<file path="src/rtl/stepgen_timed.sv">
// Per-axis step/dir generator: accumulates a signed velocity into a fixed-point
// position and emits step pulses that respect direction setup and step high/low times.
module stepgen_timed #(
    parameter int W = 10,
    parameter int F = 11,
    parameter int T = 4
) (
    input  logic             clk,
    input  logic             reset,
    input  logic             enable,
    input  logic [F:0]       vel,
    input  logic [T-1:0]     dirtime,
    input  logic [T-1:0]     steptime,
    input  logic [1:0]       tap,
    output logic [W+F-1:0]   pos,
    output logic             step,
    output logic             dir
);

    localparam int PW  = W + F;
    localparam int SBW = $clog2(PW);

    typedef enum logic [1:0] {
        IDLE,
        DIRSETUP,
        PULSE_HI,
        PULSE_LO
    } state_t;

    state_t          state_q, state_d;
    logic [T-1:0]    timer_q, timer_d;
    logic [PW-1:0]   pos_q, pos_d;
    logic            step_q, step_d;
    logic            dir_q, dir_d;

    logic [PW-1:0]   vel_ext;
    logic [PW-1:0]   nxt;
    logic [SBW-1:0]  sb;
    logic            step_event;
    logic            req_dir;
    logic            expired;

    genvar gi;
    generate
        for (gi = 0; gi < PW; gi++) begin : g_sext
            if (gi <= F) begin : g_low
                assign vel_ext[gi] = vel[gi];
            end else begin : g_high
                assign vel_ext[gi] = vel[F];
            end
        end
    endgenerate

    // A step is due whenever the selected position bit toggles on accumulation.
    assign sb         = SBW'(F) - SBW'(tap);
    assign nxt        = pos_q + vel_ext;
    assign step_event = nxt[sb] != pos_q[sb];
    assign req_dir    = ~vel[F];
    assign expired    = (timer_q == '0);

    always_comb begin
        state_d = state_q;
        timer_d = timer_q;
        pos_d   = pos_q;
        step_d  = step_q;
        dir_d   = dir_q;
        if (enable) begin
            case (state_q)
                IDLE: begin
                    pos_d = nxt;
                    if (step_event) begin
                        if (req_dir != dir_q) begin
                            dir_d   = req_dir;
                            timer_d = dirtime;
                            state_d = DIRSETUP;
                        end else begin
                            step_d  = 1'b1;
                            timer_d = steptime;
                            state_d = PULSE_HI;
                        end
                    end
                end
                DIRSETUP: begin
                    if (expired) begin
                        step_d  = 1'b1;
                        timer_d = steptime;
                        state_d = PULSE_HI;
                    end else begin
                        timer_d = timer_q - 1'b1;
                    end
                end
                PULSE_HI: begin
                    if (expired) begin
                        step_d  = 1'b0;
                        timer_d = steptime;
                        state_d = PULSE_LO;
                    end else begin
                        timer_d = timer_q - 1'b1;
                    end
                end
                PULSE_LO: begin
                    if (expired) begin
                        state_d = IDLE;
                    end else begin
                        timer_d = timer_q - 1'b1;
                    end
                end
                default: state_d = IDLE;
            endcase
        end
    end

    always_ff @(posedge clk) begin
        if (reset) begin
            state_q <= IDLE;
            timer_q <= '0;
            pos_q   <= '0;
            step_q  <= 1'b0;
            dir_q   <= 1'b0;
        end else begin
            state_q <= state_d;
            timer_q <= timer_d;
            pos_q   <= pos_d;
            step_q  <= step_d;
            dir_q   <= dir_d;
        end
    end

    assign pos  = pos_q;
    assign step = step_q;
    assign dir  = dir_q;

endmodule

</file>
<file path="config.mk">
export PLATFORM = sky130hd
export DESIGN_NAME = stepgen_timed
export DESIGN_NICKNAME = d
export VERILOG_FILES = /design/src/rtl/stepgen_timed.sv
export SDC_FILE = /design/constraint.sdc
export NUM_CORES = 1
export LEC_CHECK = 0
export CORE_MARGIN = 1.5
export CORE_UTILIZATION = 35
export DETAILED_ROUTE_END_ITERATION = 8
export GPL_TIMING_DRIVEN = 0
export PLACE_DENSITY = 0.58
export SLEW_MARGIN = 5
export SYNTH_ARGS = -nofsm -noshare
export SYNTH_HDL_FRONTEND = slang
export SYNTH_SLANG_ARGS = --single-unit
</file>
<file path="constraint.sdc">
create_clock -name clk -period 3.4 [get_ports clk]
set_clock_uncertainty 0.15 [all_clocks]
set_input_delay 0.51 -clock clk [delete_from_list [all_inputs] [get_ports clk]]
set_output_delay 0.51 -clock clk [all_outputs]
set_load 0.03 [all_outputs]
</file>
==> flow_metrics.py <==
metrics = {
    "critical_path": {
        "critPathArrivalTime_ns": 3.26,
        "cp_max_fo": 8,
        "path_buf_inv": 1,
        "cp-start-kind": "input port",
        "cpMostUsedCell": "nand3_2",
        "criticalPathCategory": "input port to flip-flop",
        "setup.worst_path.end_class": "flip-flop",
        "crit_chain": "clkdlybuf4s50_1, ha_1, a211oi_4, o21ai_2, a2111oi_4, o2111ai_1, nand3_2, mux2i_4, nand3_2, mux2_4",
        "crit_family": "compound AO/OA/AOI/OAI gates",
        "worst_path_largest_cell_delay_ns": 0.40,
        "cp.required_ns": 3.43,
        "worst_path_max_delay_cell": "clkdlybuf4s50_1",
        "r2r_slack_ns": 0.38,
    },
    "pwr": {
        "p_leak_uw": 0.001402,
        "power_frac_seq_pct": 19.3,
        "swShare_pct": 48.06,
        "power_switching_uw": 1426,
        "max-vdd-ir-drop_uv": 360.8,
        "combPwrFrac_pct": 70.5,
        "intPower_uw": 1541,
        "powerDensity_mw_per_mm2": 862.0,
        "power_frac_clock_pct": 10.1,
    },
    "final_layout": {
        "syn2layout_area_growth_pct": 31.56,
        "diodes": 0,
        "design_area_mm2": 0.003442,
        "multi_input_area_mm2": 0.002016,
        "fin_util_pct": 47.46,
        "seq_area_um2": 580.6,
        "final_nets": 440,
        "fill_cells": 736,
        "layout-drive-gt1-share_pct": 12.40,
    },
    "logic_synthesis": {
        "synth_warnings": 0,
        "synthTopCellsByCount": "nand2_1 (46), a21oi_1 (34), dfxtp_1 (29)",
        "ys_seq_elements": 29,
        "synth_fa_ha_area_share_pct": 13.68,
        "yosysMostFrequentCell": "nand2_1",
        "yosysTopAreaCell": "dfxtp_1",
        "synthSimpleGateAreaFrac_pct": 23.63,
        "synthCells": 324,
        "synth_top_family_by_area": "compound AO/OA/AOI/OAI gates",
        "netlist.area_leader.share_pct": 22.19,
        "syn_avg_cell_area_um2": 8.075,
        "synth_compound_area_share_pct": 26.35,
        "postSynth.asyncResetShare_pct": 0,
        "yosysSeqAreaShare_pct": 22.19,
        "synth_cell_types": 64,
        "synth_edf_count": 0,
        "syn-num-nets": 377,
        "syn-cell-area_mm2": 0.002616,
        "synth_xor_area_share_pct": 5.691,
        "ys.flop_type": "dfxtp_1",
        "synth.top_cells.by_area": "dfxtp_1 (22%), ha_1 (13%), nand2_1 (6.6%)",
        "synth.mux.area_fraction_pct": 4.830,
    },
    "placement": {
        "dpl_worst_slack_ns": -0.6494,
        "hpwl_mm": 5.061,
        "io_buffers": 45,
        "placement.cell_area_mm2": 0.003191,
        "gp_congestion": 0.8753,
    },
    "cts": {
        "clk_pin_slew_worst_paths_ns": 0.07,
        "cts_made_buffers": 5,
        "cts_root_buffer": "clkbuf_8",
        "cts_tree": "yes",
        "cts.sinks": 29,
        "max-clock-path-buffers": 2,
        "hold_buffers": 0,
        "clkLatencyLatePin_ns": 0.29,
        "htreeDepth": 2,
    },
    "timing": {
        "worst_pin_slew_ns": 0.5973,
        "slew_headroom_pct": 60.11,
        "finalHoldViolations": 0,
        "setup_viol": 0,
        "whs_ns": 0.3234,
        "period_minus_slack_ns": 3.238,
        "worst_slack_ns": 0.1616,
        "fmax_mhz": 308.8,
        "slew_violations": 0,
        "period_share_pct": 95.25,
    },
    "route": {
        "wire_per_inst_um": 14.42,
        "ant_nets": 0,
        "finalWirelength_mm": 7.006,
        "via_per_inst": 5.331,
        "vias": 2591,
        "drtIter0Drc": 100,
        "route.detailed.drc": 0,
        "firstDrtPassIters": 4,
    },
    "floorplanning": {
        "die_area_mm2": 0.008003,
        "initial_core_util_pct": 36.07,
        "core_mm2": 0.007253,
        "io_pins": 48,
        "dieHeight_um": 89.46,
        "std_cell_rows": 31,
        "die_x_um": 89.46,
    },
    "global_routing": {
        "groute.usage.overall_pct": 18.42,
        "grt_max_degree": 15,
        "overflow": 0,
        "antenna_found_initial": 0,
        "grt_pass1_vias": 2441,
        "grt_pass1_wl_mm": 11.29,
    },
    "outcome": {
        "status": "finished clean",
    },
    "flow_run": {
        "cap_violations": 0,
    },
    "hold_path": {
        "min_path_type": "flip-flop to flip-flop",
    },
}
-- power by group through the flow --
| stage | sequential, uW | clock (uW) | combinational, uW |
|---|---|---|---|
| floorplan | 742 | 0 | 1280 |
| global placement | 576 | 0 | 1950 |
| detailed placement | 578 | 0 | 1950 |
| CTS | 572 | 314 | 2000 |
| global route | 589 | 327 | 2310 |
| finish | 574 | 301 | 2090 |
-- cell usage in the layout, fill, tap and decap left out, types with 4 or more instances in the layout --
cell type	instances
a211oi_1	4
a21o_1	5
a21oi_1	32
a31oi_1	6
and2_1	5
buf_4	11
clkbuf_1	10
clkbuf_8	6
clkdlybuf4s50_1	42
dfxtp_1	29
ha_1	25
inv_1	14
nand2_1	46
nand3_1	9
nor2_1	22
nor3_1	10
nor3b_1	4
o21a_1	4
o21ai_0	7
o31ai_1	5
or3_1	4
xnor2_1	11
xor2_1	6
-- tightest hold or removal path, stage by stage, from the launching register on --
cell,delay (ns)
dfxtp_1,0.32
nand2_1,0.06
a21oi_1,0.05
-- registers in the layout, summed over array words and instances (netlist names) --
| register | cells |
|---|---|
| pos | 21 |
| timer_q | 4 |
| state_q | 2 |
| dir | 1 |
| step | 1 |
-- per-layer routing --
layer  global-route usage (%)  up-vias  wire length, um
met5                        0        -                0
met4                    7.413        0              126
met3                    2.862        8              275
met2                    31.37       57             3351
met1                    23.19     1208             3253
li1                         -     1318                -
-- repair_timing --
item	CTS	global route
setup endpoints to repair	8	9
cloned	0	0
pin swaps	5	11
gates resized for setup	6	9
buffers inserted	5	6
-- layout make-up --
cell class | count | area share [%]
multi-input combinational | 270 | 58.56
sequential | 29 | 16.87
timing repair buffer | 56 | 15.70
tap | 99 | 3.599
clock buffer | 7 | 2.508
inverter | 14 | 1.527
buffer | 11 | 1.236
-- logic make-up (layout without fill, tap and decap cells) --
family	Yosys count	after routing
simple gates	121	121
compound gates	95	95
flops	29	29
fa+ha+maj	28	28
buf+inv	25	88
xor+xnor	17	17
mux	9	9
-- worst paths after layout --
check               end     from  cells after the start
max          state_q[1]   vel[2]                     10
min             pos[17]  pos[17]                      2
max reg2reg  timer_q[1]   pos[0]                     10
min reg2reg     pos[17]  pos[17]                      2
-- metrics by stage --
stage	total power (uW)	setup TNS, ns	cells
final	2967	0	486
after global routing	3230	-0.01581	486
after CTS	2887	0	480
after detailed placement	2526	-5.056	468
after global placement	2521	-5.022	468
after floorplan	2024	0	324
Power figures use the tool's default switching activity.
